File: src/rtl/mem_store_ctrl_pkg.sv
// Shared definitions for the store path: default widths, the byte width of the
// RAM port, the st_size encodings and a helper that turns a size code into a
// byte count.
package mem_defs;

  localparam int unsigned ADDR_W = 16;
  localparam int unsigned DATA_W = 32;
  localparam int unsigned BYTE_W = 8;

  typedef enum logic [1:0] {
    SZ_BYTE = 2'b00,
    SZ_HALF = 2'b01,
    SZ_WORD = 2'b10,
    SZ_RSVD = 2'b11
  } st_size_e;

  // Number of bytes written for a size code; 0 for the reserved code.
  function automatic int unsigned size_nbytes(input logic [1:0] sz);
    int unsigned n;
    case (sz)
      SZ_BYTE: n = 1;
      SZ_HALF: n = 2;
      SZ_WORD: n = 4;
      default: n = 0;
    endcase
    return n;
  endfunction

endpackage

File: src/rtl/mem_store_ctrl_byte_sel.sv
// store_byte_sel: combinational byte-lane mux for the store path.
// Ports:
//   data      in   DATA_W  latched store data, lane 0 = data[7:0]
//   idx       in   IDX_W   lane index
//   lane_byte out  8       selected byte (0 for an out-of-range index)
module store_byte_sel
  import mem_defs::BYTE_W;
#(
  parameter int unsigned DATA_W = 32,
  parameter int unsigned IDX_W  = 2
) (
  input  logic [DATA_W-1:0] data,
  input  logic [IDX_W-1:0]  idx,
  output logic [BYTE_W-1:0] lane_byte
);

  localparam int unsigned NBYTES = DATA_W / BYTE_W;

  always_comb begin
    lane_byte = '0;
    for (int unsigned i = 0; i < NBYTES; i++) begin
      if (idx == IDX_W'(i)) lane_byte = data[BYTE_W*i +: BYTE_W];
    end
  end

endmodule

File: src/rtl/mem_store_ctrl.sv
// mem_store_ctrl: serialises one store (address, data, size) from the MEM stage
// onto a byte-wide RAM port, one byte per clock, little-endian.
// Ports:
//   clk, rst_n   clock (rising edge) and asynchronous active-low reset
//   st_req       store request, level, held until accepted
//   st_addr      byte address of the least-significant byte
//   st_data      store data, byte 0 = st_data[7:0]
//   st_size      00 byte, 01 half, 10 word, 11 reserved
//   st_busy      store in progress, requests ignored
//   st_done      one-cycle pulse at the end of a store (or a rejected one)
//   st_err       one-cycle pulse with st_done for the reserved size
//   ram_ce/we    RAM chip/write enable (identical here)
//   ram_addr     RAM byte address
//   ram_dout     RAM write data
// All outputs are registered.
module mem_store_ctrl
  import mem_defs::BYTE_W, mem_defs::SZ_RSVD, mem_defs::size_nbytes;
#(
  parameter int unsigned ADDR_W = mem_defs::ADDR_W,
  parameter int unsigned DATA_W = mem_defs::DATA_W
) (
  input  logic              clk,
  input  logic              rst_n,
  input  logic              st_req,
  input  logic [ADDR_W-1:0] st_addr,
  input  logic [DATA_W-1:0] st_data,
  input  logic [1:0]        st_size,
  output logic              st_busy,
  output logic              st_done,
  output logic              st_err,
  output logic              ram_ce,
  output logic              ram_we,
  output logic [ADDR_W-1:0] ram_addr,
  output logic [7:0]        ram_dout
);

  localparam int unsigned NBYTES = DATA_W / BYTE_W;
  localparam int unsigned CNT_W  = $clog2(NBYTES) + 1;
  localparam int unsigned LANE_W = (NBYTES > 1) ? $clog2(NBYTES) : 1;

  localparam logic [0:0] S_IDLE  = 1'b0;
  localparam logic [0:0] S_WRITE = 1'b1;

  logic [0:0]        state;
  logic [ADDR_W-1:0] base_addr;
  logic [DATA_W-1:0] data_q;
  logic [CNT_W-1:0]  nbytes_q;
  logic [CNT_W-1:0]  idx_q;
  logic [CNT_W-1:0]  req_nbytes;
  logic [ADDR_W-1:0] next_addr;
  logic [7:0]        lane_byte;

  assign req_nbytes = CNT_W'(size_nbytes(st_size));
  // ADDR_W-wide add: the carry out is dropped so the address wraps.
  assign next_addr  = base_addr + ADDR_W'(idx_q);

  store_byte_sel #(
    .DATA_W (DATA_W),
    .IDX_W  (LANE_W)
  ) u_byte_sel (
    .data      (data_q),
    .idx       (idx_q[LANE_W-1:0]),
    .lane_byte (lane_byte)
  );

  // Byte 0 is driven straight from the request on the accept edge, so idx_q
  // holds the index of the byte to drive on the following edge.
  always_ff @(posedge clk or negedge rst_n) begin
    if (!rst_n) begin
      state     <= S_IDLE;
      base_addr <= '0;
      data_q    <= '0;
      nbytes_q  <= '0;
      idx_q     <= '0;
      st_busy   <= 1'b0;
      st_done   <= 1'b0;
      st_err    <= 1'b0;
      ram_ce    <= 1'b0;
      ram_we    <= 1'b0;
      ram_addr  <= '0;
      ram_dout  <= '0;
    end else begin
      st_done <= 1'b0;
      st_err  <= 1'b0;
      if (state == S_IDLE) begin
        if (st_req) begin
          if (st_size == SZ_RSVD) begin
            st_done <= 1'b1;
            st_err  <= 1'b1;
          end else begin
            base_addr <= st_addr;
            data_q    <= st_data;
            nbytes_q  <= req_nbytes;
            idx_q     <= CNT_W'(1);
            ram_ce    <= 1'b1;
            ram_we    <= 1'b1;
            ram_addr  <= st_addr;
            ram_dout  <= st_data[BYTE_W-1:0];
            st_busy   <= 1'b1;
            state     <= S_WRITE;
          end
        end
      end else begin
        if (idx_q == nbytes_q) begin
          ram_ce   <= 1'b0;
          ram_we   <= 1'b0;
          ram_addr <= '0;
          ram_dout <= '0;
          st_busy  <= 1'b0;
          st_done  <= 1'b1;
          state    <= S_IDLE;
        end else begin
          ram_addr <= next_addr;
          ram_dout <= lane_byte;
          idx_q    <= idx_q + CNT_W'(1);
        end
      end
    end
  end

endmodule

File: config.mk
export PLATFORM = sky130hd
export DESIGN_NAME = mem_store_ctrl
export DESIGN_NICKNAME = d
export VERILOG_FILES = /design/src/rtl/mem_store_ctrl_pkg.sv /design/src/rtl/mem_store_ctrl_byte_sel.sv /design/src/rtl/mem_store_ctrl.sv
export SDC_FILE = /design/constraint.sdc
export NUM_CORES = 1
export LEC_CHECK = 0
export CAP_MARGIN = 20
export CORE_AREA = 5 5 123 125
export DETAILED_ROUTE_END_ITERATION = 12
export DIE_AREA = 0 0 128 130
export RECOVER_POWER = 100
export SYNTH_ARGS = -nofsm -noshare
export SYNTH_HDL_FRONTEND = slang
export SYNTH_SLANG_ARGS = --single-unit
File: constraint.sdc
create_clock -name clk -period 4.5 [get_ports clk]
set_input_delay 0.675 -clock clk [delete_from_list [all_inputs] [get_ports clk]]
set_output_delay 0.675 -clock clk [all_outputs]
set_load 0.1 [all_outputs]
Word-level counts from Yosys, hierarchy flattened --
Index checks and enable logic that the tools add are counted.
Word-level totals: flip-flop bits (word level) 82, bits of input ports 53
Operators by class: add/subtract/negate cells 2, eq/ne operators 10, multiplexer cells 30, bitwise gates (word level) 2, reductions and logical operators 7
Operator list (count):
- 16-bit two-way mux | 4
- 8-bit two-way mux | 8
- 16-bit by 3-bit adder with 16-bit output | 1
- 1-bit two-way mux | 13
- 3-bit two-way mux | 4
- 3-bit one-hot mux with 3 select lines | 1
- 3-bit AND reduction | 3
- 2-bit == test, second input constant | 4
- 2-bit by 1-bit == test with 1-bit output, second input constant | 2
- 2-bit zero test | 2
- 2-bit != test, second input constant | 2
- 3-bit by 1-bit adder with 3-bit output, second input constant | 1
- 3-bit == test | 1
- 2-bit by 1-bit != test with 1-bit output, second input constant | 1
- 1-bit NOT | 2
- 2-bit AND reduction | 1
- 2-bit nonzero test | 1

Depth between registers and ports, before layout --
Gate-level depths: netlist of run 1.
depth in word-level cells 7, mapped depth 8, gate-level depth less buffers 6

By module --
Synthesis of run 1 repeated with hierarchy kept, for this count alone.
Second synthesis, totals: cell total of the unflattened synthesis 398, area total of the unflattened synthesis 3916.3 um^2
Modules (own cells, without submodules):
- mem_store_ctrl | times used 1, cells an instance 388, area each 3719.8 um^2, sequential area each 2052.0 um^2
- store_byte_sel | times used 1, cells an instance 10, area each 196.4 um^2, sequential area each 0.0 um^2

Worst setup path after synthesis of run 1 --
OpenSTA, ideal clock, no wires.
kind register to output, start point register ram_we, end point output port ram_we, data arrival time 1366 ps, slack 2459 ps, stages on the path, launching flop included 2, path buffers 1, cells stage by stage dfrtp_1 -> buf_4
RTL lines:
- from (decl) | RTL line mem_store_ctrl.sv:32 | output logic ram_we,
- from (signal assigned) | RTL line mem_store_ctrl.sv:79 | ram_we <= 1'b0;
- from (signal assigned) | RTL line mem_store_ctrl.sv:96 | ram_we <= 1'b1;
- from (signal assigned) | RTL line mem_store_ctrl.sv:106 | ram_we <= 1'b0;
No word-level cell between the ends.

Worst setup path in the final report of run 1 --
start point input port st_req, end point register data_q[6]
On the way: word-level cells in the longest chain between the ends 1
RTL lines:
- from (decl) | RTL line mem_store_ctrl.sv:24 | input logic st_req,
- 3-bit AND reduction (no line)
- to (signal assigned) | RTL line mem_store_ctrl.sv:92 | data_q <= st_data;
- to (decl) | RTL line mem_store_ctrl.sv:46 | logic [DATA_W-1:0] data_q;
No other way between the ends. A chain may end at the register's enable or synchronous reset.

==> results of run 1 <==
routing by layer:
layer	wire (microns)	vias up	GRT usage [%]
li1	-	1445	-
met1	4670	1518	16.9
met2	4950	54	20.7
met3	373	14	2.70
met4	191	0	5.43
met5	0	-	0
worst reg2reg max path, delay by kind of cell, from the launching register on:
family	cells	cell delay (ns)
compound gates	3	0.70
flops	1	0.47
simple gates	1	0.14
fa+ha+maj	2	0.71
power by group through the flow:
stage | combinational (mW) | clock, mW | sequential [mW]
after floorplan | 1.16 | 0 | 2.10
after global placement | 2.47 | 0 | 1.37
after detailed placement | 2.50 | 0 | 1.39
after CTS | 2.51 | 0.918 | 1.38
after global routing | 2.64 | 0.949 | 1.41
final | 2.43 | 0.902 | 1.37
flip-flops by register name, indices dropped and copies added, names as in the netlist:
name       count
nbytes_q       3
data_q        32
state          1
ram_addr      16
ram_dout       8
st_err         1
ram_we         1
st_done        1
idx_q          3
base_addr     16
cell type report:
type	count	area (sq um)	share of cell area, %
multi-input cells	243	1890	34.9
flip-flops and latches	82	2050	37.9
repair buffers	84	837	15.5
clock inverters	7	141	2.61
clock buffers	9	225	4.16
inverters	12	45.0	0.832
well taps	180	225	4.16
cell families (layout without fill, tap and decap cells):
| kind of cell | count (synthesis) | count (layout) | synth area share, % |
|---|---|---|---|
| muxes | 54 | 54 | 14.4 |
| adders and majority gates | 8 | 8 | 2.64 |
| and+or+nand+nor | 75 | 75 | 10.5 |
| AOI/OAI and AO/OA | 93 | 93 | 15.8 |
| xor gates and xnor gates | 13 | 13 | 2.79 |
| buffers and inverters | 33 | 112 | 3.62 |
| DFF | 82 | 82 | 50.3 |
synthesized netlist by cell type (3+ instances only):
library cell,count,area share (%)
buf_2,10,1.2
a221oi_1,8,1.7
o21ai_0,24,2.9
nor2_1,14,1.3
o21ai_1,10,1.2
and2_1,8,1.2
mux2i_1,15,3.7
nand3b_1,8,1.5
nand2_1,20,1.8
ha_1,7,2.1
o22ai_1,8,1.2
inv_1,11,1.0
dfrtp_1,82,50
a21oi_1,22,2.7
buf_4,3,0.55
nand3_1,7,0.86
mux2_1,27,7.4
mux2_2,12,3.3
xnor2_1,12,2.6
clkbuf_1,7,0.64
path summary, 6_finish.rpt:
path	start	endpoint	slack (ns)	depth (start not counted)
max	st_req	data_q[6]$_DFFE_PN0P_	1.30	5
min	data_q[30]$_DFFE_PN0P_	data_q[30]$_DFFE_PN0P_	0.48	1
max reg2reg	idx_q[0]$_DFFE_PN0P_	ram_addr[14]$_DFFE_PN0P_	2.42	6
min reg2reg	data_q[30]$_DFFE_PN0P_	data_q[30]$_DFFE_PN0P_	0.48	1
max in group asynchronous	rst_n	data_q[30]$_DFFE_PN0P_	1.71	2
min in group asynchronous	rst_n	data_q[26]$_DFFE_PN0P_	0.71	1
==> flow_summary.yaml, run 1 <==
drt:
  routed_wl_microns: 10200
  drtIter0Drc: 130
  drc: 0
  wire_per_inst_microns: 16.5
  vias: 3031
  dr.pass1.iters: 4
  antenna_left: 0
  viasPerCell: 4.91
worst_setup_path:
  crit_family: "simple AND/OR/NAND/NOR gates"
  cp.required_ns: 4.72
  timing.critical_path.buf_inv: 2
  crit_type: "primary input to flip-flop"
  cp_slowest_cell: "nor2_4"
  cp.arrival_ns: 3.43
  crit_chain: "dlygate4sd3_1, a21bo_1, nor2_4, buf_12, mux2_2"
  crit_path_max_incr_delay_ns: 0.85
  crit_fanout: 35
  startpoint_type: "primary input"
  worst_setup_path_end_kind: "flip-flop"
clock_tree:
  post_cts_resized: 0
  htree_levels: 3
  cts.sinks: 82
  clkLatencyLatePin_ns: 0.35
  cts_tree: "yes"
  cts_hold_buf: 0
  post_cts_buffers: 0
  clkTransAtPathRegs_ns: 0.06
  cts_made_buffers: 9
  clockRootBuffer: "clkbuf_16"
  cts_buffer_depth: 2
cells_and_area:
  final_cell_area_sq_mm: 0.00541
  antenna_cells: 0
  layout-drive-gt1-share_pct: 11.0
  area_delta_synth_final_pct: 32.6
  fin_nets: 493
  finish.utilization_pct: 39.3
  mostFrequentLayoutCells: "dfrtp_1, clkdlybuf4s50_1, dlygate4sd3_1, o21ai_0, mux2_1"
  mostFrequentLayoutCell: "dfrtp_1"
  stdcell_count: 617
  fillers: 1357
job:
  drv_cap: 1
sta:
  tightest_slew_ns: 1.57
  final_max_slew_viol_count: 30
  tns_ns: 0
  layout_setup_ws_ns: 1.30
  fin_crit_ns: 3.20
  hold_viol: 0
  setup_viol: 0
  hold_slack_ns: 0.481
  rsz0062_at_grt: "no"
  fmax_mhz: 312
  clock_skew_ns: 0.00684
  maxSlewHeadroom_pct: -4.38
  finalCritPeriodShare_pct: 71.1
min_path:
  hold_path.class: "flip-flop to flip-flop"
synth:
  synth_cells: 358
  postSynthAreaPerCell_sq_um: 11.4
  syn_area_sq_mm: 0.00408
  ys.flop_type: "dfrtp_1"
  synthArstFlopShare_pct: 100
  synth_cell_types: 53
  postSynthNetCount: 419
  synth_edf_count: 0
  synth_seq_cells: 82
  yosysWarningCount: 0
  ys_seq_area_share_pct: 50.3
power:
  swShare_pct: 47.4
  vdd_drop_max_v: 0.000299
  p_per_area_mw_per_mm2: 868
  comb_power_share_pct: 51.7
  clockPowerShare_pct: 19.2
  switchingPower_mw: 2.23
  power_frac_seq_pct: 29.1
  p_total_mw: 4.70
  p_leak_nw: 2.20
  intPower_mw: 2.47
die:
  num_rows: 43
  start_util_pct: 29.6
  die_area_sq_mm: 0.0166
  coreArea_sq_mm: 0.0138
  die_w_microns: 128
  pin_count: 82
  die_y_microns: 130
grt:
  grt_max_degree: 83
  grt_pass1_vias: 3242
  grt_antenna_before_repair: 0
  grt_pass1_wl_microns: 16900
  gr-total-overflow: 0
  grt.total_usage_pct: 12.9
place:
  portBuffers: 81
  placed_area_sq_mm: 0.00505
  dp.cells: 600
  dpl.hpwl_microns: 7110
  pre_cts_ws_ns: 1.30
  gp_congestion: 0.755
run_status:
  status: "finished with violations"
  violations: "max-capacitance violations, max-slew violations"
Power figures use the tool's default switching activity.
==> run 2, diff against run 1 <==
==> constraint.sdc (replaced) <==
create_clock -name clk -period 3.2 [get_ports clk]
set_input_delay 0.48 -clock clk [delete_from_list [all_inputs] [get_ports clk]]
set_output_delay 0.48 -clock clk [all_outputs]
set_load 0.1 [all_outputs]
==> run 2 against run 1 <==
  * Largest power group unchanged
  * Core utilization is 1.6 points lower
  * Largest cell class unchanged
  * Register-to-register slack worse by 1.5 ns
  * Sequential share of layout area is 1.6 points higher
  * Critical path depth stayed put
  * The run still ends with max-capacitance violations, max-slew violations left
  * Wire length is 0.73% higher
  * Worst hold slack better by 0.0039 ns
  * Combinational power is 34% higher
  * Clock power is 23% higher
==> flow_summary.yaml, run 2 (synthesized netlist as in run 1, its figures left out) <==
run_status:
  status: "finished with violations"
  violations: "max-capacitance violations, max-slew violations"
sta:
  maxSlewHeadroom_pct: -58.3
  tns_ns: 0
  tightest_slew_ns: 2.37
  clock_skew_ns: 0.0103
  setup_viol: 0
  fin_crit_ns: 2.61
  rsz0062_at_grt: "no"
  final_max_slew_viol_count: 42
  fmax_mhz: 384
  hold_viol: 0
  finalCritPeriodShare_pct: 81.4
drt:
  route.met3.wl_microns: 573
  antenna_left: 0
  drc: 0
  routed_wl_microns: 10300
  drtIter0Drc: 271
  vias: 3037
  viasPerCell: 4.91
  highest_layer: "met4"
  wire_per_inst_microns: 16.6
  dr.pass1.iters: 4
  wl_met1_microns: 4590
  route.met2.wl_microns: 4920
power:
  p_leak_nw: 2.09
  p_per_area_mw_per_mm2: 1210
  p_total_mw: 6.30
  vdd_drop_max_v: 0.000339
place:
  dpl.hpwl_microns: 7190
  portBuffers: 81
  gp_congestion: 0.766
die:
  coreArea_sq_mm: 0.0138
  die_area_sq_mm: 0.0166
  pin_count: 82
  num_rows: 43
  die_y_microns: 130
  start_util_pct: 29.6
  die_w_microns: 128
grt:
  grt_antenna_before_repair: 0
  grt_max_degree: 83
  grt.total_usage_pct: 13.1
  grt_pass1_wl_microns: 17000
  grt_pass1_vias: 3222
  gr-total-overflow: 0
worst_setup_path:
  crit_fanout: 21
  crit_cells: 5
  r2r_start: "idx_q[0]$_DFFE_PN0P_"
  crit_type: "primary input to flip-flop"
  worst_r2r_endpoint: "ram_addr[14]$_DFFE_PN0P_"
  crit_path_end: "base_addr[11]$_DFFE_PN0P_"
  crit_chain: "dlygate4sd3_1, a21bo_1, nor2_4, clkbuf_1, mux2_2"
  worst_setup_path_end_kind: "flip-flop"
  reg2reg_setup_slack_ns: 0.95
  cp.arrival_ns: 2.83
  startpoint_type: "primary input"
  r2r_cells: 6
  cp_slowest_cell: "clkbuf_1"
  crit_path_max_incr_delay_ns: 0.63
  timing.critical_path.buf_inv: 2
  crit_family: "buffers and inverters"
  startpoint: "st_size[1]"
  cp.required_ns: 3.42
cells_and_area:
  largest_register_ffs: 32
  largest-register: "data_q"
  antenna_cells: 0
  layout-drive-gt1-share_pct: 10.0
  fin_nets: 496
  mostFrequentLayoutCell: "dfrtp_1"
  reg.largest.list: "data_q x32, base_addr x16, ram_addr x16"
  mostFrequentLayoutCells: "dfrtp_1, clkdlybuf4s50_1, clkbuf_1, mux2_1, o21ai_0"
  fillers: 1393
  area_delta_synth_final_pct: 27.3
clock_tree:
  cts_hold_buf: 0
  clkTransAtPathRegs_ns: 0.06
  cts_tree: "yes"
  cts_made_buffers: 9
  cts_buffer_depth: 2
  htree_levels: 3
  clockRootBuffer: "clkbuf_16"
  post_cts_buffers: 0
  cts.sinks: 82
  clkLatencyLatePin_ns: 0.34
  post_cts_resized: 0
min_path:
  hold_path.class: "flip-flop to flip-flop"
  min_path_cells: 1
  hold_start: "data_q[31]$_DFFE_PN0P_"
job:
  drv_cap: 1
-- run 2: changes by cell type in the layout (fill, tap and decap cells not counted), moves of 2 or more --
cell           before  now
buf_4               1    3
bufinv_16           4    2
clkbuf_1            1   30
dlygate4sd3_1      30    3
-- run 2: power breakdown --
part / switching (mW) / internal (mW) / total, mW / leakage [nW]
Sequential: 0.376 / 1.56 / 1.93 / 0.988
Combinational: 2.33 / 0.933 / 3.26 / 0.952
Clock: 0.428 / 0.683 / 1.11 / 0.149
Total: 3.13 / 3.17 / 6.30 / 2.09
-- run 2: worst register-to-register path, delay by kind of cell (launching register included) --
kind / cells / cell delay [ns]
adder cells (fa/ha/maj): 2 / 0.69
AND/OR/NAND/NOR: 1 / 0.21
flip-flops: 1 / 0.46
AO/OA/AOI/OAI: 3 / 0.79
-- run 2: layout make-up --
class | instances | area (sq um) | area share (%)
sequential | 82 | 2050 | 39.5
multi-input combinational | 243 | 1870 | 36.0
tap | 180 | 225 | 4.33
clock inverter | 6 | 91.3 | 1.76
inverter | 12 | 45.0 | 0.867
clock buffer | 9 | 225 | 4.33
timing repair buffer | 87 | 686 | 13.2
-- run 2: worst min path at each step --
stage / to / slack, ns
floorplan: base_addr[0]$_DFFE_PN0P_ / 0.18
global placement: data_q[24]$_DFFE_PN0P_ / 0.46
detailed placement: data_q[24]$_DFFE_PN0P_ / 0.47
CTS: data_q[28]$_DFFE_PN0P_ / 0.37
global route: data_q[24]$_DFFE_PN0P_ / 0.50
finish: data_q[31]$_DFFE_PN0P_ / 0.49
-- run 2: through the flow --
step / instances / util [%] / worst slack [ns] / cell area, sq um / hold slack [ns]
finish: 619 / 37.7 / 0.594 / 5200 / 0.485
global route: 619 / 37.7 / 0.436 / 5200 / 0.504
CTS: 618 / 38.5 / 0.910 / 5310 / 0.366
detailed placement: 603 / 36.2 / 0.657 / 4990 / 0.474
global placement: 603 / 36.2 / 0.709 / 4990 / 0.464
floorplan: 358 / - / 1.34 / 4080 / 0.184
-- run 2: per-layer routing --
metal	up-vias	track usage, %
met5	-	0
met4	0	6.49
met3	11	3.52
met2	66	20.3
met1	1516	16.9
li1	1444	-
